## src/rtl/bool_debounce_stage.sv

```systemverilog
`default_nettype none
// +----------------------------------------------------------------------------+
// | bool_debounce_stage: debounces a raw bit into a p::bool_t level and        |
// | emits one valid/ready event per debounced transition. Rev 1.0             |
// +----------------------------------------------------------------------------+

package p;
  typedef enum logic {FALSE = 1'b0, TRUE = 1'b1} bool_t;
endpackage

module bool_debounce_stage
  import p::bool_t;
  import p::TRUE;
  import p::FALSE;
#(
  parameter int STABLE_CYCLES = 4,
  parameter int CNT_W         = $clog2(STABLE_CYCLES + 1)
) (
  input  logic  clk,
  input  logic  rst_n,
  input  logic  in_raw,
  output bool_t level,
  output logic  out_valid,
  output bool_t out_val,
  input  logic  out_ready,
  output logic  overrun
);

  typedef enum logic [1:0] {
    S_LOW       = 2'd0,
    S_PEND_HIGH = 2'd1,
    S_HIGH      = 2'd2,
    S_PEND_LOW  = 2'd3
  } state_t;

  localparam logic [CNT_W-1:0] c_cnt_last = CNT_W'(STABLE_CYCLES - 1);
  localparam logic [CNT_W-1:0] c_cnt_one  = CNT_W'(1);

  state_t           r_state;
  state_t           w_state_nxt;
  logic [CNT_W-1:0] r_cnt;
  logic [CNT_W-1:0] w_cnt_nxt;
  logic             w_event;
  bool_t            w_new_level;
  bool_t            r_level;
  logic             r_out_valid;
  bool_t            r_out_val;
  logic             r_overrun;

  always_ff @(posedge clk) begin
    if (!rst_n) begin
      r_state <= S_LOW;
      r_cnt   <= '0;
    end else begin
      r_state <= w_state_nxt;
      r_cnt   <= w_cnt_nxt;
    end
  end

  // A sample matching the current level always aborts a pending change.
  always_comb begin
    w_state_nxt = r_state;
    w_cnt_nxt   = r_cnt;
    w_event     = 1'b0;
    w_new_level = FALSE;
    case (r_state)
      S_LOW: begin
        w_cnt_nxt = '0;
        if (in_raw) begin
          if (STABLE_CYCLES == 1) begin
            w_state_nxt = S_HIGH;
            w_event     = 1'b1;
            w_new_level = TRUE;
          end else begin
            w_state_nxt = S_PEND_HIGH;
            w_cnt_nxt   = c_cnt_one;
          end
        end
      end
      S_PEND_HIGH: begin
        if (!in_raw) begin
          w_state_nxt = S_LOW;
          w_cnt_nxt   = '0;
        end else if (r_cnt == c_cnt_last) begin
          w_state_nxt = S_HIGH;
          w_cnt_nxt   = '0;
          w_event     = 1'b1;
          w_new_level = TRUE;
        end else begin
          w_cnt_nxt = r_cnt + c_cnt_one;
        end
      end
      S_HIGH: begin
        w_cnt_nxt = '0;
        if (!in_raw) begin
          if (STABLE_CYCLES == 1) begin
            w_state_nxt = S_LOW;
            w_event     = 1'b1;
            w_new_level = FALSE;
          end else begin
            w_state_nxt = S_PEND_LOW;
            w_cnt_nxt   = c_cnt_one;
          end
        end
      end
      S_PEND_LOW: begin
        if (in_raw) begin
          w_state_nxt = S_HIGH;
          w_cnt_nxt   = '0;
        end else if (r_cnt == c_cnt_last) begin
          w_state_nxt = S_LOW;
          w_cnt_nxt   = '0;
          w_event     = 1'b1;
          w_new_level = FALSE;
        end else begin
          w_cnt_nxt = r_cnt + c_cnt_one;
        end
      end
      default: begin
        w_state_nxt = S_LOW;
        w_cnt_nxt   = '0;
      end
    endcase
  end

  // A new event replaces a pending one only when that one is consumed this cycle.
  always_ff @(posedge clk) begin
    if (!rst_n) begin
      r_level     <= FALSE;
      r_out_valid <= 1'b0;
      r_out_val   <= FALSE;
      r_overrun   <= 1'b0;
    end else begin
      if (w_event) begin
        r_level <= w_new_level;
      end
      if (w_event && (!r_out_valid || out_ready)) begin
        r_out_valid <= 1'b1;
        r_out_val   <= w_new_level;
      end else if (r_out_valid && out_ready) begin
        r_out_valid <= 1'b0;
      end
      if (w_event && r_out_valid && !out_ready) begin
        r_overrun <= 1'b1;
      end
    end
  end

  assign level     = r_level;
  assign out_valid = r_out_valid;
  assign out_val   = r_out_val;
  assign overrun   = r_overrun;

endmodule
`default_nettype wire
```

## config.mk

```make
export PLATFORM = sky130hd
export DESIGN_NAME = bool_debounce_stage
export DESIGN_NICKNAME = d
export VERILOG_FILES = /design/src/rtl/bool_debounce_stage.sv
export SDC_FILE = /design/constraint.sdc
export NUM_CORES = 1
export LEC_CHECK = 0
export CAP_MARGIN = 0
export CELL_PAD_IN_SITES_DETAIL_PLACEMENT = 1
export CELL_PAD_IN_SITES_GLOBAL_PLACEMENT = 2
export CORE_AREA = 5 5 42 44
export DETAILED_ROUTE_END_ITERATION = 6
export DIE_AREA = 0 0 47 49
export PLACE_DENSITY = 0.69
export SLEW_MARGIN = 10
export SYNTH_ARGS = -nofsm -noshare
export SYNTH_HDL_FRONTEND = slang
export SYNTH_SLANG_ARGS = --single-unit
```

## constraint.sdc

```tcl
create_clock -name clk -period 3.5 [get_ports clk]
set_clock_uncertainty 0.05 [all_clocks]
set_input_delay 0.525 -clock clk [delete_from_list [all_inputs] [get_ports clk]]
set_output_delay 0.525 -clock clk [all_outputs]
set_load 0.1 [all_outputs]
```

== Word-level counts from Yosys, hierarchy flattened ==
Index checks and enable logic that the tools add are counted.
Storage, ports and cells
  register bits after elaboration: 9
  logic and storage cells: 45
Cells by class
  add/subtract/negate cells: 1
  eq/ne operators: 8
  muxes and demuxes: 20
  reduce and logical (&&, ||, !) cells: 10
Operators with widths (count)
  two-way mux 2 bit: 6
  one-hot mux 3 bit (4 select lines): 1
  two-way mux 3 bit: 3
  two-way mux 1 bit: 8
  one-hot mux 2 bit (4 select lines): 1
  != test 3 bit, second input constant: 2
  == test 2 bit, second input constant: 2
  logical AND 1 bit: 4
  != test 2 bit, second input constant: 2
  AND reduction 4 bit: 1
  adder 3 x 1 -> 3 bit, second input constant: 1
  == test 3 x 2 -> 1 bit, second input constant: 1
  == test 2 x 1 -> 1 bit, second input constant: 1
  logical NOT 1 bit: 2
  logical NOT 2 bit: 1
  one-hot mux 1 bit (2 select lines): 1
  nonzero test 2 bit: 1
  logical OR 1 bit: 1

== Logic depth before layout (Yosys ltp) ==
Gate-level depths: netlist of the first run.
  word-level depth: 6
  gate-level depth with buffers: 5

== Worst setup path after synthesis of the first run ==
Ideal clock, no wire load.
  path kind: register to register
  from: reg r_out_valid, in the netlist out_valid
  to: reg r_out_val, in the netlist out_val
  setup time: 0.131 ns
  arrival time: 1.405 ns
  data required time: 3.319 ns
  path slack: 1.914 ns
  cell stages (with the launch flop): 4
  buffers on the path: 0
  clock period less this slack: 1.586 ns
  path through: dfxtp_1 > nand2b_1 > a31oi_1 > a311oi_1
Between the ends
  word-level cells in the longest chain between the ends: 3
RTL lines
  start, declared: RTL line 46  | logic r_out_valid;
  start signal, assigned: RTL line 130  | r_out_valid <= 1'b0;
  start signal, assigned: RTL line 138  | r_out_valid <= 1'b1;
  start signal, assigned: RTL line 141  | r_out_valid <= 1'b0;
  logical NOT 1 bit: RTL line 137  | if (w_event && (!r_out_valid || out_ready)) begin
  logical OR 1 bit: RTL line 137
  logical AND 1 bit: RTL line 137
  end signal, assigned: RTL line 139  | r_out_val <= w_new_level;
  end, declared: RTL line 47  | bool_t r_out_val;
No other way between the ends.
A chain may end at the register's enable or synchronous reset.

== Final worst setup path of the first run ==
  from: reg r_level, in the netlist level
  to: out level
RTL lines
  start, declared: RTL line 45  | bool_t r_level;
  start signal, assigned: RTL line 135  | r_level <= w_new_level;
  end, declared: RTL line 22  | output bool_t level,
No word-level cell between the ends.

==> impl_metrics.ini, run 1 <==
[sta]
rsz0062_at_grt = no
slew_violations = 0
max_freq_ghz = 0.424
post-route-min-period_ns = 2.36
setup_viol = 0
tns_ns = 0
hold_viol = 0
post-route-period-util_pct = 67.3
timing.hold.ws_ns = 0.422
maxSlewHeadroom_pct = 34.2
tightest_slew_ns = 0.983
setup_ws_ns = 1.14

[clock_network]
htree_levels = 1
ctsLongestPathBuffers = 2
clock_latency_ns = 0.26
cts_buffers = 3
path_clk_slew_ns = 0.06
post_cts_resized = 0
cts_tree = yes
cts-root-buf = clkbuf_4
cts_hold_buf = 0
cts_setup_buffers = 0
cts_sinks = 9

[setup_path]
crit_chain = clkdlybuf4s50_1
cp.arrival_ns = 1.78
cp_top_family = buffers and inverters
cp_num_buf_inv = 1
cp_max_fo = 3
crit_type = flip-flop to primary output
cp-start-kind = flip-flop
critPathMaxStageDelay_ns = 1.16
cp.required_ns = 2.92
critical_path.slowest_cell = clkdlybuf4s50_1
r2r_slack_ns = 2.10
cp_num_cells = 1
worstRegToRegCells = 4
cp-end-kind = primary output

[global_route]
met3_usage_pct = 7.01
grt_overflow = 0
grt_util_met1_pct = 10.6
grt_pass1_wl_um = 1540
busiest_layer = met2
grt_pass1_vias = 321
antenna_found_initial = 0
grt.total_usage_pct = 9.82
grtUsageMet2_pct = 14.9
grt_max_degree = 7

[logic_synthesis]
synth.distinct_cells = 19
yosys_most_used_dff = dfxtp_1
synth_common_cells = 9 x dfxtp_1, 6 x nand2_1, 3 x a21oi_1
yosysTopAreaCell = dfxtp_1
synth.cell_area_um2 = 357
yosys_warnings = 0
synth_most_common_cell = dfxtp_1
synth_seq_cells = 9
synth_edf_count = 0
syn_avg_cell_area_um2 = 9.64
seq_area_frac_synth_pct = 50.5
ys_top_cells_by_area = dfxtp_1 51%, and4bb_2 7.0%, nand2_1 6.3%
synth_top_area_share_pct = 50.5
synth-async-reset-ratio_pct = 0
synth_cells = 37
synth_fp_nets = 42

[final_layout]
layout.cells.non_filler = 63
utilization_pct = 33.4
antenna_cells = 0
design_area_um2 = 468
drive_above_1_share_pct = 10.6
final_nets = 53
area_growth_pct = 31.2

[drt]
wl_um = 917
routedWlPerCell_um = 14.6
vias = 302
ant_nets = 0
dr.pass1.iters = 2
drt_iter0_markers = 1
drc = 0
avgViaCountPerCell = 4.79

[placed_design]
routabilityCongestion = 0.743
io_buffer_count = 7
dp_hpwl_um = 706
pre_cts_ws_ns = 1.44
dp.cells = 59
dpl-instance-area_um2 = 442

[run_status]
status = finished clean

[hold_path]
hp-class = flip-flop to flip-flop
worstHoldPathCells = 2

[floorplanning]
fp-row-count = 14
die-area_um2 = 2300
die_x_um = 47
die_y_um = 49
core-area_um2 = 1400
io_pins = 8
start_util_pct = 25.4

[job]
cap_violations = 0

[pwr]
total_power_mw = 0.199
power.leakage_nw = 0.175
ir_worst_vdd_mv = 0.256
power.density_nw_per_um2 = 425
-- path summary, 6_finish.rpt --
kind / startpoint / end
setup / recovery: level / level
hold / removal: overrun / overrun
setup reg to reg: r_cnt[0] / out_val
hold reg to reg: overrun / overrun
-- metal layers --
layer  share of wire, %  vias to the layer above
met5                  0                        -
met4                  0                        0
met3                7.5                        0
met2                 53                        9
met1                 40                      141
li1                   -                      152
-- worst reg2reg max path, delay by kind of cell (launching register included) --
kind            cells  cell delay, ns
compound gates      2            0.38
fa+ha+maj           1            0.22
simple gates        1            0.31
flops               1            0.35
-- cells in the final DEF, fill, tap and decap left out --
cell / n
clkdlybuf4s50_1: 7
a31oi_1: 1
a311oi_1: 1
and3b_1: 1
o31ai_1: 1
nand2b_1: 1
nor2b_1: 1
o21ai_0: 1
dfxtp_1: 9
xor2_1: 1
o32ai_1: 1
inv_1: 2
nor2_1: 2
and4bb_2: 2
clkbuf_4: 3
a21oi_1: 3
nand2_1: 6
a211oi_1: 1
clkbuf_1: 1
ha_1: 1
nand3b_1: 1
-- layout make-up --
cell class | instances | area (um2)
Fill cell | 170 | 933
Sequential cell | 9 | 180
Multi-Input combinational cell | 25 | 164
Timing Repair Buffer | 7 | 70.1
Clock buffer | 4 | 26.3
Tap cell | 16 | 20.0
Inverter | 2 | 7.51
-- logic make-up after synthesis --
family	Yosys count	synth area share (%)
fa+ha+maj	1	3.51
buf+inv	3	3.51
flops	9	50.5
compound gates	9	16.5
simple gates	14	23.5
xor+xnor	1	2.46
-- where the power goes --
| part | switching [mW] | internal [mW] |
|---|---|---|
| Sequential | 0.00163 | 0.104 |
| Combinational | 0.00827 | 0.00558 |
| Clock | 0.0351 | 0.0438 |
| Total | 0.0450 | 0.154 |
No activity file was read; power rests on OpenSTA's default activity.
==> inputs of run 2 (changes only) <==
--- a/config.mk
+++ b/config.mk
@@ -8,10 +8,10 @@
 export CAP_MARGIN = 0
 export CELL_PAD_IN_SITES_DETAIL_PLACEMENT = 1
 export CELL_PAD_IN_SITES_GLOBAL_PLACEMENT = 2
-export CORE_AREA = 5 5 42 44
+export CORE_MARGIN = 5
+export CORE_UTILIZATION = 24
 export DETAILED_ROUTE_END_ITERATION = 6
-export DIE_AREA = 0 0 47 49
-export PLACE_DENSITY = 0.69
+export PLACE_DENSITY = 0.65
 export SLEW_MARGIN = 10
 export SYNTH_ARGS = -nofsm -noshare
 export SYNTH_HDL_FRONTEND = slang
==> constraint.sdc (replaced) <==
create_clock -name clk -period 2 [get_ports clk]
set_clock_uncertainty 0.05 [all_clocks]
set_input_delay 0.3 -clock clk [delete_from_list [all_inputs] [get_ports clk]]
set_output_delay 0.3 -clock clk [all_outputs]
set_load 0.1 [all_outputs]
==> run 2 against run 1 <==
Net effect:
- register-to-register slack got worse by 1.5 ns
- combinational power is 70% higher
- cell count is the same
- critical path depth is 3 higher
- clock-buffer cell count unchanged
- first-iteration DRC count unchanged
- largest cell class unchanged
==> impl_metrics.ini, run 2 (same netlist as run 1, synthesis figures left out) <==
[clock_network]
htree_levels = 1
cts_sinks = 9
clock_latency_ns = 0.26
cts_buffers = 3
cts_tree = yes
ctsLongestPathBuffers = 2
path_clk_slew_ns = 0.06
cts_setup_buffers = 0
post_cts_resized = 0
cts-root-buf = clkbuf_4
cts_hold_buf = 0

[final_layout]
drive_above_1_share_pct = 19.1
antenna_cells = 0
final_cell_mix = 9 x dfxtp_1, 6 x nand2_1, 4 x buf_4
final_common_cell = dfxtp_1
area_growth_pct = 28.4
utilization_pct = 31.5
final_nets = 53

[drt]
drt_iter0_markers = 1
ant_nets = 0
drc = 0
vias = 311
avgViaCountPerCell = 4.94
wl_um = 855
dr.pass1.iters = 2
routedWlPerCell_um = 13.6

[sta]
tns_ns = 0
rsz0062_at_grt = no
setup_viol = 0
post-route-min-period_ns = 1.44
max_freq_ghz = 0.696
slew_violations = 0
hold_viol = 0
tightest_slew_ns = 0.279
maxSlewHeadroom_pct = 81.5
post-route-period-util_pct = 71.9

[setup_path]
cp-start-kind = primary input
cp.required_ns = 2.15
crit_chain = clkdlybuf4s50_1 > xor2_1 > nand2_1 > and4bb_2
crit_type = primary input to flip-flop
critical_path.slowest_cell = clkdlybuf4s50_1
critPathMaxStageDelay_ns = 0.57
cp-end-kind = flip-flop
cp_max_fo = 5
cp.arrival_ns = 1.59

[global_route]
busiest_layer = met2
grt.total_usage_pct = 8.38
grt_pass1_vias = 344
antenna_found_initial = 0
grt_overflow = 0
grt_util_met1_pct = 8.38
grtUsageMet2_pct = 13.5
grt_max_degree = 7
met3_usage_pct = 3.37
grt_pass1_wl_um = 1520

[pwr]
power_frac_seq_pct = 53.2
ir_worst_vdd_mv = 0.288
total_power_mw = 0.348
power.leakage_nw = 0.183
swShare_pct = 22.7
power_frac_clock_pct = 40.0
power_frac_comb_pct = 6.7
p_sw_mw = 0.0789
power.density_nw_per_um2 = 759
power.internal_mw = 0.269

[placed_design]
routabilityCongestion = 0.750
io_buffer_count = 7
dp_hpwl_um = 692

[floorplanning]
die-area_um2 = 2360
die_x_um = 48.5
core-area_um2 = 1450
io_pins = 8
fp-row-count = 14
start_util_pct = 24.5
die_y_um = 48.5

[job]
cap_violations = 0

[run_status]
status = finished clean

[hold_path]
hp-class = flip-flop to flip-flop
## run 2: cell types whose count changed in the layout (fill, tap and decap cells not counted)
cell | before | now
buf_4 | 0 | 4
clkdlybuf4s50_1 | 7 | 3
## run 2: metrics by stage
stage / worst slack (ns) / instances / area (um2) / hold slack (ns)
3_5_place_dp: 0.293 / 59 / 432 / 0.402
3_3_place_gp: 0.365 / 59 / 432 / 0.394
5_1_grt: 0.437 / 63 / 458 / 0.434
4_1_cts: 0.552 / 63 / 458 / 0.413
6_report: 0.563 / 63 / 458 / 0.413
2_1_floorplan: 0.414 / 37 / 357 / 0.363
## run 2: final cells by class
class | instances | area, um2
well taps | 16 | 20.0
fillers | 178 | 996
repair buffers | 7 | 60.1
multi-input cells | 25 | 164
inverters | 2 | 7.51
clock buffers | 4 | 26.3
flip-flops and latches | 9 | 180
## run 2: critical path, delay by kind of cell
kind	cells	cell delay (ns)
buffers and inverters	1	0.57
and+or+nand+nor	2	0.48
xor gates and xnor gates	1	0.24
## run 2: layer usage
metal / vias to the layer above / part of all wire [%]
met3: 0 / 5.8
met1: 154 / 40
met5: - / 0
li1: 152 / -
met2: 5 / 54
met4: 0 / 0
## run 2: final timing paths
check        startpoint  endpoint  slack, ns  cells past startpoint
max reg2reg    r_cnt[0]   out_val       0.62                      4
max              in_raw  r_cnt[1]       0.56                      4
min            r_cnt[0]  r_cnt[0]       0.41                      1
min reg2reg    r_cnt[0]  r_cnt[0]       0.41                      1
## run 2: power by group through the flow
stage	logic, mW	clock network (mW)	registers [mW]
after CTS	0.0239	0.147	0.185
after global placement	0.0224	0	0.189
final	0.0235	0.139	0.185
after floorplan	0.00645	0	0.194
after detailed placement	0.0235	0	0.189
after global routing	0.0256	0.150	0.185
==> inputs of run 3 (changes only) <==
--- a/config.mk
+++ b/config.mk
@@ -9,9 +9,9 @@
 export CELL_PAD_IN_SITES_DETAIL_PLACEMENT = 1
 export CELL_PAD_IN_SITES_GLOBAL_PLACEMENT = 2
 export CORE_MARGIN = 5
-export CORE_UTILIZATION = 24
+export CORE_UTILIZATION = 26
 export DETAILED_ROUTE_END_ITERATION = 6
-export PLACE_DENSITY = 0.65
+export PLACE_DENSITY = 0.67
 export SLEW_MARGIN = 10
 export SYNTH_ARGS = -nofsm -noshare
 export SYNTH_HDL_FRONTEND = slang
==> constraint.sdc (replaced) <==
create_clock -name clk -period 1.37 [get_ports clk]
set_clock_uncertainty 0.05 [all_clocks]
set_input_delay 0.2055 -clock clk [delete_from_list [all_inputs] [get_ports clk]]
set_output_delay 0.2055 -clock clk [all_outputs]
set_load 0.1 [all_outputs]
==> run 3 against run 2 <==
Net effect:
- flip-flop and latch count unchanged
- sequential share of layout area decreased by 4.9 points
- non-clock buffer count increased by 2
- combinational power increased by 67%
- critical path depth unchanged
- routed wire length decreased by 4.4%
- die area decreased by 6.1%
- largest power group unchanged
- highest routed layer is now met4
==> impl_metrics.ini, run 3 (same netlist as run 1, synthesis figures left out) <==
[run_status]
status = finished clean

[global_route]
grt_max_degree = 7
grt.total_usage_pct = 9.63
grt_pass1_wl_um = 1360
antenna_found_initial = 0
grt_pass1_vias = 334
grt_overflow = 0

[floorplanning]
die_x_um = 47.0
fp-row-count = 13
io_pins = 8
die-area_um2 = 2210
die_y_um = 47.0
core-area_um2 = 1300
start_util_pct = 27.4

[clock_network]
cts_tree = yes
path_clk_slew_ns = 0.06
cts_sinks = 9
cts_buffers = 3
cts-root-buf = clkbuf_4
htree_levels = 1
ctsLongestPathBuffers = 2
clock_latency_ns = 0.27

[drt]
wl_um = 817
drt_iter0_markers = 3
ant_nets = 0
vias = 311
routedWlPerCell_um = 12.8
dr.pass1.iters = 2
drc = 0
avgViaCountPerCell = 4.86

[sta]
maxSlewHeadroom_pct = 85.2
slew_violations = 0
timing.hold.ws_ns = 0.401
hold_viol = 0
rsz0062_at_grt = no
max_freq_ghz = 0.786
post-route-period-util_pct = 92.9
tightest_slew_ns = 0.221
post-route-min-period_ns = 1.27
setup_viol = 0

[hold_path]
hp-class = flip-flop to flip-flop
min-delay-start = r_cnt[0]

[setup_path]
critPathMaxStageDelay_ns = 0.32
cp.arrival_ns = 1.37
cp.required_ns = 1.47
crit_chain = ha_1 > and3b_2 > a21oi_1 > o32ai_2
crit_type = flip-flop to flip-flop
cp-startpoint = r_cnt[0]
cp-end-kind = flip-flop
critical_path.slowest_cell = dfxtp_1
r2r-start = r_cnt[0]
cp-start-kind = flip-flop
cp_max_fo = 6

[placed_design]
dp.cells = 59
dp_hpwl_um = 630
io_buffer_count = 7
routabilityCongestion = 0.788

[final_layout]
antenna_cells = 0
layout.cells.non_filler = 64
final_cell_mix = 6 x nand2_1, 6 x dfxtp_1, 4 x buf_12
final_nets = 55
drive_above_1_share_pct = 32.7
utilization_pct = 41.1
area_growth_pct = 49.8

[pwr]
total_power_mw = 0.526
power_frac_comb_pct = 7.5
power.density_nw_per_um2 = 984
power_frac_seq_pct = 51.6
power.internal_mw = 0.398
power_frac_clock_pct = 41.0
ir_worst_vdd_mv = 0.385
power.leakage_nw = 0.210
swShare_pct = 24.2
p_sw_mw = 0.127

[job]
cap_violations = 0
-- run 3: cell count changes in the layout (fill, tap and decap cells not counted), sizes merged --
cell and change:
buf +2
-- run 3: power by group through the flow --
stage,clock (mW),sequential [mW],combinational (mW)
global placement,0,0.277,0.0373
floorplan,0,0.284,0.00937
CTS,0.223,0.271,0.0387
finish,0.215,0.271,0.0392
global route,0.232,0.272,0.0420
detailed placement,0,0.277,0.0386
-- run 3: worst paths after layout --
kind / cells after the start / end / slack (ns)
max: 4 / level / 0.1
min: 1 / r_cnt[0] / 0.40
max reg2reg: 4 / level / 0.1
min reg2reg: 1 / r_cnt[0] / 0.40
-- run 3: timing repair --
| action | CTS | global route |
|---|---|---|
| resized for setup | 0 | 2 |
| endpoints found under the setup margin | 0 | 2 |
| buffers inserted | 0 | 1 |
| hold buffers | 0 | 0 |
-- run 3: area by class of cell --
type,instances,area [um2]
timing repair buffer,9,125
fill,155,767
inverter,2,7.51
sequential,9,184
multi-input combinational,25,173
tap,15,18.8
clock buffer,4,26.3
-- run 3: metal layers --
metal | vias to the layer above | global-route usage, % | wire, um
li1 | 156 | - | -
met1 | 141 | 8.72 | 353
met2 | 9 | 13.6 | 359
met3 | 5 | 5.36 | 62
met4 | 0 | 12.2 | 41
met5 | - | 0 | 0
-- run 3: metrics by stage --
step / area (um2) / setup TNS (ns) / worst slack (ns)
after floorplan: 360 / 0 / 0.125
after global placement: 492 / -0.186 / -0.0790
after detailed placement: 492 / -0.201 / -0.0910
after CTS: 518 / 0 / 0.00893
after global routing: 534 / 0 / 0.00337
final: 534 / 0 / 0.0978
-- run 3: critical path, delay by kind of cell, from the launching register on --
family | cells | cell delay, ns
compound gates | 2 | 0.29
flops | 1 | 0.32
fa+ha+maj | 1 | 0.24
simple gates | 1 | 0.26
